--- src/rtl/xor_columns_seq_if.sv ---
// Handshake bundle for the xor_columns_seq AddRoundKey engine.
// Input side: state, key and chain flag. Output side: result and busy.
interface xor_columns_seq_if #(
  parameter int W = 128
);
  logic         in_valid;
  logic         in_ready;
  logic [W-1:0] state_in;
  logic [W-1:0] key_in;
  logic         chain_en;
  logic         out_valid;
  logic         out_ready;
  logic [W-1:0] state_out;
  logic         busy;

  modport master (
    output in_valid, state_in, key_in, chain_en, out_ready,
    input  in_ready, out_valid, state_out, busy
  );

  modport slave (
    input  in_valid, state_in, key_in, chain_en, out_ready,
    output in_ready, out_valid, state_out, busy
  );
endinterface

--- src/rtl/xor_columns_seq.sv ---
// Sequential AddRoundKey: XORs the state with the key one column group per cycle.
// Optional chaining also XORs the last result that downstream accepted.
module xor_columns_seq #(
  parameter int BYTE_W         = 8,
  parameter int ROWS           = 4,
  parameter int NCOLS          = 4,
  parameter int COLS_PER_CYCLE = 1
) (
  input  logic            clk,
  input  logic            rst,
  xor_columns_seq_if.slave bus
);
  localparam int W     = ROWS * NCOLS * BYTE_W;
  localparam int CW    = ROWS * BYTE_W;
  localparam int G     = NCOLS / COLS_PER_CYCLE;
  localparam int IDX_W = (G > 1) ? $clog2(G) : 1;

  localparam logic [1:0] IDLE = 2'd0;
  localparam logic [1:0] RUN  = 2'd1;
  localparam logic [1:0] DONE = 2'd2;

  generate
    if ((COLS_PER_CYCLE < 1) || (NCOLS % COLS_PER_CYCLE != 0)) begin : g_bad_param
      $error("xor_columns_seq: COLS_PER_CYCLE must divide NCOLS");
    end
  endgenerate

  logic [1:0]       state_reg;
  logic [IDX_W-1:0] col_idx_reg;
  logic [W-1:0]     st_reg;
  logic [W-1:0]     key_reg;
  logic             chain_reg;
  logic [W-1:0]     prev_reg;
  logic [W-1:0]     out_reg;
  logic             out_valid_reg;

  logic [W-1:0]     res;
  logic [W-1:0]     mask;
  logic             last_grp;

  assign res      = st_reg ^ key_reg ^ (prev_reg & {W{chain_reg}});
  assign last_grp = (col_idx_reg == IDX_W'(G - 1));

  // Column gi is written only while its group is the one being processed.
  generate
    for (genvar gi = 0; gi < NCOLS; gi++) begin : g_col_mask
      localparam int GRP = gi / COLS_PER_CYCLE;
      assign mask[gi*CW +: CW] = {CW{col_idx_reg == IDX_W'(GRP)}};
    end
  endgenerate

  assign bus.in_ready  = (state_reg == IDLE) && !rst;
  assign bus.out_valid = out_valid_reg;
  assign bus.state_out = out_reg;
  assign bus.busy      = (state_reg != IDLE);

  always_ff @(posedge clk) begin
    if (rst) begin
      state_reg     <= IDLE;
      col_idx_reg   <= '0;
      st_reg        <= '0;
      key_reg       <= '0;
      chain_reg     <= 1'b0;
      prev_reg      <= '0;
      out_reg       <= '0;
      out_valid_reg <= 1'b0;
    end else begin
      case (state_reg)
        IDLE: begin
          if (bus.in_valid) begin
            st_reg      <= bus.state_in;
            key_reg     <= bus.key_in;
            chain_reg   <= bus.chain_en;
            out_reg     <= '0;
            col_idx_reg <= '0;
            state_reg   <= RUN;
          end
        end
        RUN: begin
          out_reg <= (out_reg & ~mask) | (res & mask);
          if (last_grp) begin
            col_idx_reg   <= '0;
            out_valid_reg <= 1'b1;
            state_reg     <= DONE;
          end else begin
            col_idx_reg <= col_idx_reg + IDX_W'(1);
          end
        end
        DONE: begin
          // Only a delivered result may feed the next chained operation.
          if (bus.out_ready) begin
            prev_reg      <= out_reg;
            out_valid_reg <= 1'b0;
            state_reg     <= IDLE;
          end
        end
        default: state_reg <= IDLE;
      endcase
    end
  end
endmodule
--- src/flat_wrapper.sv ---
// flat-port wrapper written by rule: the top's interface ports become plain ports
module xor_columns_seq_flat 
#(
  parameter int BYTE_W         = 8,
  parameter int ROWS           = 4,
  parameter int NCOLS          = 4,
  parameter int COLS_PER_CYCLE = 1
)
  (clk, rst, bus_in_valid, bus_state_in, bus_key_in, bus_chain_en, bus_out_ready, bus_in_ready, bus_out_valid, bus_state_out, bus_busy);
  xor_columns_seq_if bus_i ();
  input  logic clk;
  input  logic rst;
  input wire logic [$bits(bus_i.in_valid)-1:0] bus_in_valid;
  input wire logic [$bits(bus_i.state_in)-1:0] bus_state_in;
  input wire logic [$bits(bus_i.key_in)-1:0] bus_key_in;
  input wire logic [$bits(bus_i.chain_en)-1:0] bus_chain_en;
  input wire logic [$bits(bus_i.out_ready)-1:0] bus_out_ready;
  output wire logic [$bits(bus_i.in_ready)-1:0] bus_in_ready;
  output wire logic [$bits(bus_i.out_valid)-1:0] bus_out_valid;
  output wire logic [$bits(bus_i.state_out)-1:0] bus_state_out;
  output wire logic [$bits(bus_i.busy)-1:0] bus_busy;
  assign bus_i.in_valid = bus_in_valid;
  assign bus_i.state_in = bus_state_in;
  assign bus_i.key_in = bus_key_in;
  assign bus_i.chain_en = bus_chain_en;
  assign bus_i.out_ready = bus_out_ready;
  assign bus_in_ready = bus_i.in_ready;
  assign bus_out_valid = bus_i.out_valid;
  assign bus_state_out = bus_i.state_out;
  assign bus_busy = bus_i.busy;
  xor_columns_seq #(.BYTE_W(BYTE_W), .ROWS(ROWS), .NCOLS(NCOLS), .COLS_PER_CYCLE(COLS_PER_CYCLE)) u_core (.clk(clk), .rst(rst), .bus(bus_i));
endmodule
--- config.mk ---
export PLATFORM = sky130hd
export DESIGN_NAME = xor_columns_seq_flat
export DESIGN_NICKNAME = d
export VERILOG_FILES = /design/src/rtl/xor_columns_seq_if.sv /design/src/rtl/xor_columns_seq.sv /design/src/flat_wrapper.sv
export SDC_FILE = /design/constraint.sdc
export NUM_CORES = 1
export LEC_CHECK = 0
export CAP_MARGIN = 20
export CORE_ASPECT_RATIO = 0.75
export CORE_UTILIZATION = 50
export DETAILED_ROUTE_END_ITERATION = 12
export GPL_TIMING_DRIVEN = 1
export PLACE_DENSITY = 0.77
export SLEW_MARGIN = 30
export SYNTH_ARGS = -nofsm -noshare
export SYNTH_HDL_FRONTEND = slang
export SYNTH_SLANG_ARGS = --single-unit
--- constraint.sdc ---
create_clock -name clk -period 1.8 [get_ports clk]
set_clock_uncertainty 0.15 [all_clocks]
set_input_delay 0.36 -clock clk [delete_from_list [all_inputs] [get_ports clk]]
set_output_delay 0.36 -clock clk [all_outputs]
set_load 0.01 [all_outputs]
==> impl_results.md, run 1 <==
- # IOs: 392
- Vias in the first global route: 16700
- Power Density: 974 nW/um^2
- Non-filler instance count after layout: 3298
- GRT Residual Overflow: 0
- Leakage: 10.7 nW
- MaxCap Viol Count: 0
- Final hold violation count: 0
- CTS Buf Count: 49
- Hold Path Sink: u_core.state_reg[0]
- M2 GR Usage: 0.432
- Largest net degree at the start of global routing: 144
- PortBufs: 391
- Reg clk slew, reported paths: 0.07 ns
- Worst Hold Depth: 3
- Routed wire per std cell: 17.3 um
- Most common cell after layout, fill and taps aside: nand2_1
- Commonest non-fill, non-tap cells in the layout: nand2_1, dfxtp_1, a21oi_1
- Starting DRT DRC Count: 1323
- CP endpoint kind: primary output
- Status: finished, violations left
- Critical-path maximum fanout: 2
- Bufs on Longest Clock Path: 3
- Synth Area per Inst: 8.51 um^2
- First-pass GRT wire length: 87100 um
- GRT busiest layer: met2
- Min-Delay Startpoint: rst
- Die X: 235 um
- Met1 Usage GRT: 0.326
- Fin worst setup slack: -0.0846 ns
- Antenna Nets Post-Route: 0
- Achievable frequency: 531 MHz
- Mapped Area: 20400 um^2
- Tot GR Track Use: 0.257
- Post-DP Area: 24700 um^2
- Post-DP HPWL: 36600 um
- Die footprint: 41700 um^2
- Total Wirelength: 57100 um
- R2r endpoint: u_core.bus.state_out[43]
- Worst R2R Setup Slack: -0.01 ns
- Peak VDD IR: 0.659 mV
- CP required: 1.29 ns
- TritonCTS clock tree: done
- Clk Latency, worst-skew pair: 0.56 ns
- Vias/cell: 5.29
- Layout cells sized above 1: 0.0671
- Worst R2R Path Depth: 7
- Finished Cell Area: 26700 um^2
- Die height: 177 um
- DRC: 0
- Starting Density: 0.512
- Area added between synthesis and finish: 30.7%
- Critical Path Start Type: flip-flop
- Period utilization: 1.05
- Synthesized Nets: 2666
- Count of pins over their slew limit: 0
- Fillers: 3182
- Cells after synthesis: 2401
- Place WS: -0.381 ns
- Setup repair after global routing missed its margin: true
- H-tree depth: 2
- Yosys cell types: 31
- Worst flop-to-flop path startpoint: u_core.col_idx_reg[0]
- Failing checks: negative setup slack
- Setup violations, final: 8
- Initial antenna violation count: 6
- # clock sinks: 518
- Dpl cells: 3187
- Kind of critical path: flip-flop to primary output
- Global placer's final weighted congestion: 0.804
- Yosys reg bits: 518
- GR Util met3: 0.0423
- Min Clock Period, post-route: 1.88 ns
- CTS Hold Bufs: 0
- # rows: 63
- Routed vias: 17400
- Core footprint: 39900 um^2
- Relative slew slack: 0.558
- Worst Hold Class: input port to flip-flop
- Sequential area share after synthesis: 0.508
- Critical Path AT: 1.37 ns
- TritonRoute pass-1 iters: 5
- Actual slew at the worst max-slew pin: 0.663 ns
- Ys Warns: 0
- Nets: 2998
- Clock root cell: clkbuf_16
==> area by class of cell <==
class,instances,area (um^2),area share
well taps,520,651,0.0244
inverters,4,18.8,0.000703
flip-flops and latches,518,10400,0.389
multi-input cells,1706,9040,0.339
diodes,6,15.0,0.000562
clock inverters,24,342,0.0128
repair buffers,454,4810,0.180
clock buffers,66,1440,0.0540
==> power by group <==
part / total [mW] / switching (mW) / internal, mW
sequential: 12.1 / 0.253 / 11.8
combinational: 2.63 / 1.28 / 1.35
clock: 11.3 / 4.50 / 6.79
total: 26.0 / 6.03 / 20.0
==> worst max-delay path by stage <==
| stage | startpoint | end | slack (ns) |
|---|---|---|---|
| CTS | u_core.state_reg[1] | bus_in_ready | -0.11 |
| finish | u_core.state_reg[1] | bus_in_ready | -0.08 |
| floorplan | rst | bus_in_ready | 0.06 |
| global route | u_core.state_reg[1] | bus_in_ready | -0.13 |
| global placement | bus_in_valid | u_core.st_reg[43] | -0.32 |
| detailed placement | bus_in_valid | u_core.st_reg[45] | -0.38 |
==> metrics by stage <==
stage	setup TNS [ns]	hold slack [ns]	total power [mW]	utilization
2_1_floorplan	0	0.286	13.7	-
3_3_place_gp	-101.53	0.292	14.8	0.620
3_5_place_dp	-119.27	0.297	14.8	0.620
4_1_cts	-0.129	0.0750	26.1	0.662
5_1_grt	-0.797	0.108	26.9	0.669
6_report	-0.105	0.114	26.0	0.669
==> what timing repair did <==
action | 4_1_cts | 5_1_grt
resized for setup | 149 | 47
hold endpoints to repair | 0 | 0
cloned | 1 | 7
endpoints found under the setup margin | 137 | 173
pin swaps | 2 | 6
buffers inserted | 4 | 3
==> cells by family (layout without fill, tap and decap cells) <==
logic type,after synthesis,count (layout),synth area share
AND/OR/NAND/NOR,917,918,0.171
AO/OA/AOI/OAI,523,523,0.153
flip-flops,518,518,0.508
XOR/XNOR,256,256,0.110
buffers and inverters,178,548,0.0528
multiplexers,5,5,0.00270
adder cells (fa/ha/maj),4,4,0.00245
other,0,6,0
==> cell usage after synthesis, drive strengths merged <==
master / number / share of area
o21bai: 1 / 0.00037
nor3: 1 / 0.00024
or2: 1 / 0.00031
and2: 4 / 0.0012
dfxtp: 518 / 0.51
nor3b: 3 / 0.0019
nand2: 898 / 0.17
and3b: 1 / 0.00043
ha: 4 / 0.0025
nand2b: 1 / 0.00031
xor2: 128 / 0.055
a32oi: 2 / 0.00086
clkbuf: 54 / 0.010
inv: 4 / 0.00073
mux2i: 1 / 0.00049
or3b: 1 / 0.00043
nand3b: 1 / 0.00037
nor2: 6 / 0.0011
buf: 120 / 0.042
xnor2: 128 / 0.055
a31oi: 1 / 0.00031
a21oi: 390 / 0.096
a22o: 128 / 0.055
a2bb2oi: 1 / 0.00043
mux2: 4 / 0.0022
==> per-layer routing <==
metal,vias to the layer above,share of wire
met3,136,0.062
met1,8262,0.42
li1,8465,-
met4,0,0.040
met2,582,0.47
met5,-,0
==> critical path, cell delays in order (launching register included) <==
cell and delay (ns):
dfxtp_2 0.33, or2_4 0.27, nor2_1 0.08, buf_2 0.13
Note: power is estimated with default switching activity, not from simulation.
==> run 2: changes to the inputs <==
--- a/config.mk
+++ b/config.mk
@@ -8,6 +8,8 @@
 export CAP_MARGIN = 20
 export CORE_ASPECT_RATIO = 0.75
 export CORE_UTILIZATION = 50
+export CTS_BUF_LIST = sky130_fd_sc_hd__clkbuf_4 sky130_fd_sc_hd__clkbuf_8
+export CTS_CLUSTER_DIAMETER = 50
 export DETAILED_ROUTE_END_ITERATION = 12
 export GPL_TIMING_DRIVEN = 1
 export PLACE_DENSITY = 0.77
==> constraint.sdc (replaced) <==
create_clock -name clk -period 1.9 [get_ports clk]
set_clock_uncertainty 0.15 [all_clocks]
set_input_delay 0.38 -clock clk [delete_from_list [all_inputs] [get_ports clk]]
set_output_delay 0.38 -clock clk [all_outputs]
set_load 0.01 [all_outputs]
==> run 2 against run 1 <==
The run still ends with negative setup slack left. Clock-buffer cell count increased by 60. Critical path type unchanged. Worst setup slack gained 0.032 ns. Critical endpoint unchanged. Global-route usage shrank 0.29 points. Non-clock buffer count down 14. Sequential share of layout area up 0.53 points. Clock power shrank 12%.
==> impl_results.md, run 2 (synthesis gave the netlist of run 1 again) <==
- Status: finished, violations left
- Failing checks: negative setup slack
- Min Clock Period, post-route: 1.95 ns
- Place WS: -0.312 ns
- TritonRoute pass-1 iters: 5
- First-pass GRT wire length: 85100 um
- PortBufs: 391
- Fin util: 0.660
- Commonest non-fill, non-tap cells in the layout: nand2_1, dfxtp_1, a21oi_1
- DRC: 0
- Core footprint: 39900 um^2
- Crit-path cells: or2_4, nor2_1, buf_2
- CP endpoint kind: primary output
- Die X: 235 um
- Global placer's final weighted congestion: 0.841
- Bufs and invs on worst path: 1
- Bufs on Longest Clock Path: 3
- Worst flop-to-flop path startpoint: u_core.state_reg[1]
- Vias/cell: 5.19
- # rows: 63
- Power Density: 900 nW/um^2
- Peak VDD IR: 0.742 mV
- CTS Buf Count: 78
- Setup bufs post-CTS: 0
- Setup violations, final: 1
- Initial antenna violation count: 5
- Critical Path Start Type: flip-flop
- H-tree depth: 3
- Critical-path maximum fanout: 2
- Pwr Total: 23.7 mW
- Non-filler instance count after layout: 3331
- Antenna Nets Post-Route: 0
- MaxCap Viol Count: 0
- Total Wirelength: 54500 um
- Worst Hold Class: input port to flip-flop
- CP max stage delay: 0.31 ns
- Reg clk slew, reported paths: 0.06 ns
- Critical path's top delay family: simple AND/OR/NAND/NOR gates
- WHS: 0.0720 ns
- Critical Path AT: 1.42 ns
- Leakage: 10.6 nW
- Crit path from: u_core.state_reg[0]
- Count of pins over their slew limit: 0
- Area added between synthesis and finish: 28.9%
- Dpl cells: 3186
- Starting DRT DRC Count: 1049
- Period utilization: 1.03
- Fin worst setup slack: -0.0530 ns
- Tot GR Track Use: 0.254
- Achievable frequency: 512 MHz
- Setup repair after global routing missed its margin: true
- # IOs: 392
- Largest net degree at the start of global routing: 144
- Starting Density: 0.512
- TritonCTS clock tree: done
- Die footprint: 41700 um^2
- CP max stage cell: dfxtp_1
- Die height: 177 um
- GRT Residual Overflow: 0
- Relative slew slack: 0.561
- Routed vias: 17300
- Final hold violation count: 0
- Post-DP HPWL: 36100 um
- Vias in the first global route: 16600
- Nets: 3012
- Clock root cell: clkbuf_8
- Layout cells sized above 1: 0.0742
- Min-Delay Startpoint: rst
- # clock sinks: 518
- Routed wire per std cell: 16.3 um
- Actual slew at the worst max-slew pin: 0.659 ns
- CP required: 1.37 ns
- Clk Latency, worst-skew pair: 0.62 ns
- Most common cell after layout, fill and taps aside: nand2_1
- Kind of critical path: flip-flop to primary output
-- run 2: layout make-up --
cell class                      instances  area (um^2)
Antenna cell                            6         15.0
Clock buffer                          126         1580
Clock inverter                         12          146
Fill cell                            3226        13600
Inverter                                4         15.0
Multi-Input combinational cell       1705         9000
Sequential cell                       518        10400
Tap cell                              520          651
Timing Repair Buffer                  440         4550
-- run 2: per-stage QoR --
step	TNS [ns]	cell area [um^2]
after floorplan	0	20400
after global placement	-66.64	24700
after detailed placement	-76.06	24700
after CTS	-0.107	26300
after global routing	-0.131	26300
final	-0.0530	26300
-- run 2: routing by layer --
layer / track usage / up-vias / part of all wire
met2: 0.421 / 500 / 0.48
li1: - / 8492 / -
met3: 0.0498 / 115 / 0.055
met4: 0.121 / 0 / 0.036
met1: 0.318 / 8171 / 0.43
met5: 0 / - / 0
-- run 2: final timing paths --
kind | endpoint | slack [ns] | cells after the start
worst max register to register | u_core.key_reg[31] | 0.11 | 6
worst min-delay path | u_core.col_idx_reg[1] | 0.07 | 3
worst max-delay path | bus_in_ready | -0.05 | 3
worst min register to register | u_core.prev_reg[83] | 0.30 | 2
-- run 2: worst min-delay path, stage by stage --
cell,delay [ns]
buf_8,0.12
buf_4,0.20
nor2_1,0.10
-- run 2: what timing repair did --
action / 4_1_cts / 5_1_grt
hold buffers: 0 / 0
pin swaps: 1 / 1
setup endpoints to repair: 131 / 51
cloned: 0 / 1
hold endpoints to repair: 0 / 0
resized for setup: 145 / 19
-- run 2: where the power goes --
group	internal, mW	switching, mW
sequential	11.2	0.252
clock	5.66	4.24
combinational	1.19	1.13
==> run 3: changes to the inputs <==
--- a/config.mk
+++ b/config.mk
@@ -13,7 +13,6 @@
 export DETAILED_ROUTE_END_ITERATION = 12
 export GPL_TIMING_DRIVEN = 1
 export PLACE_DENSITY = 0.77
-export SLEW_MARGIN = 30
 export SYNTH_ARGS = -nofsm -noshare
 export SYNTH_HDL_FRONTEND = slang
 export SYNTH_SLANG_ARGS = --single-unit
==> results of run 3 <==
No change in the layout: final DEF, timing and power equal those of run 2.
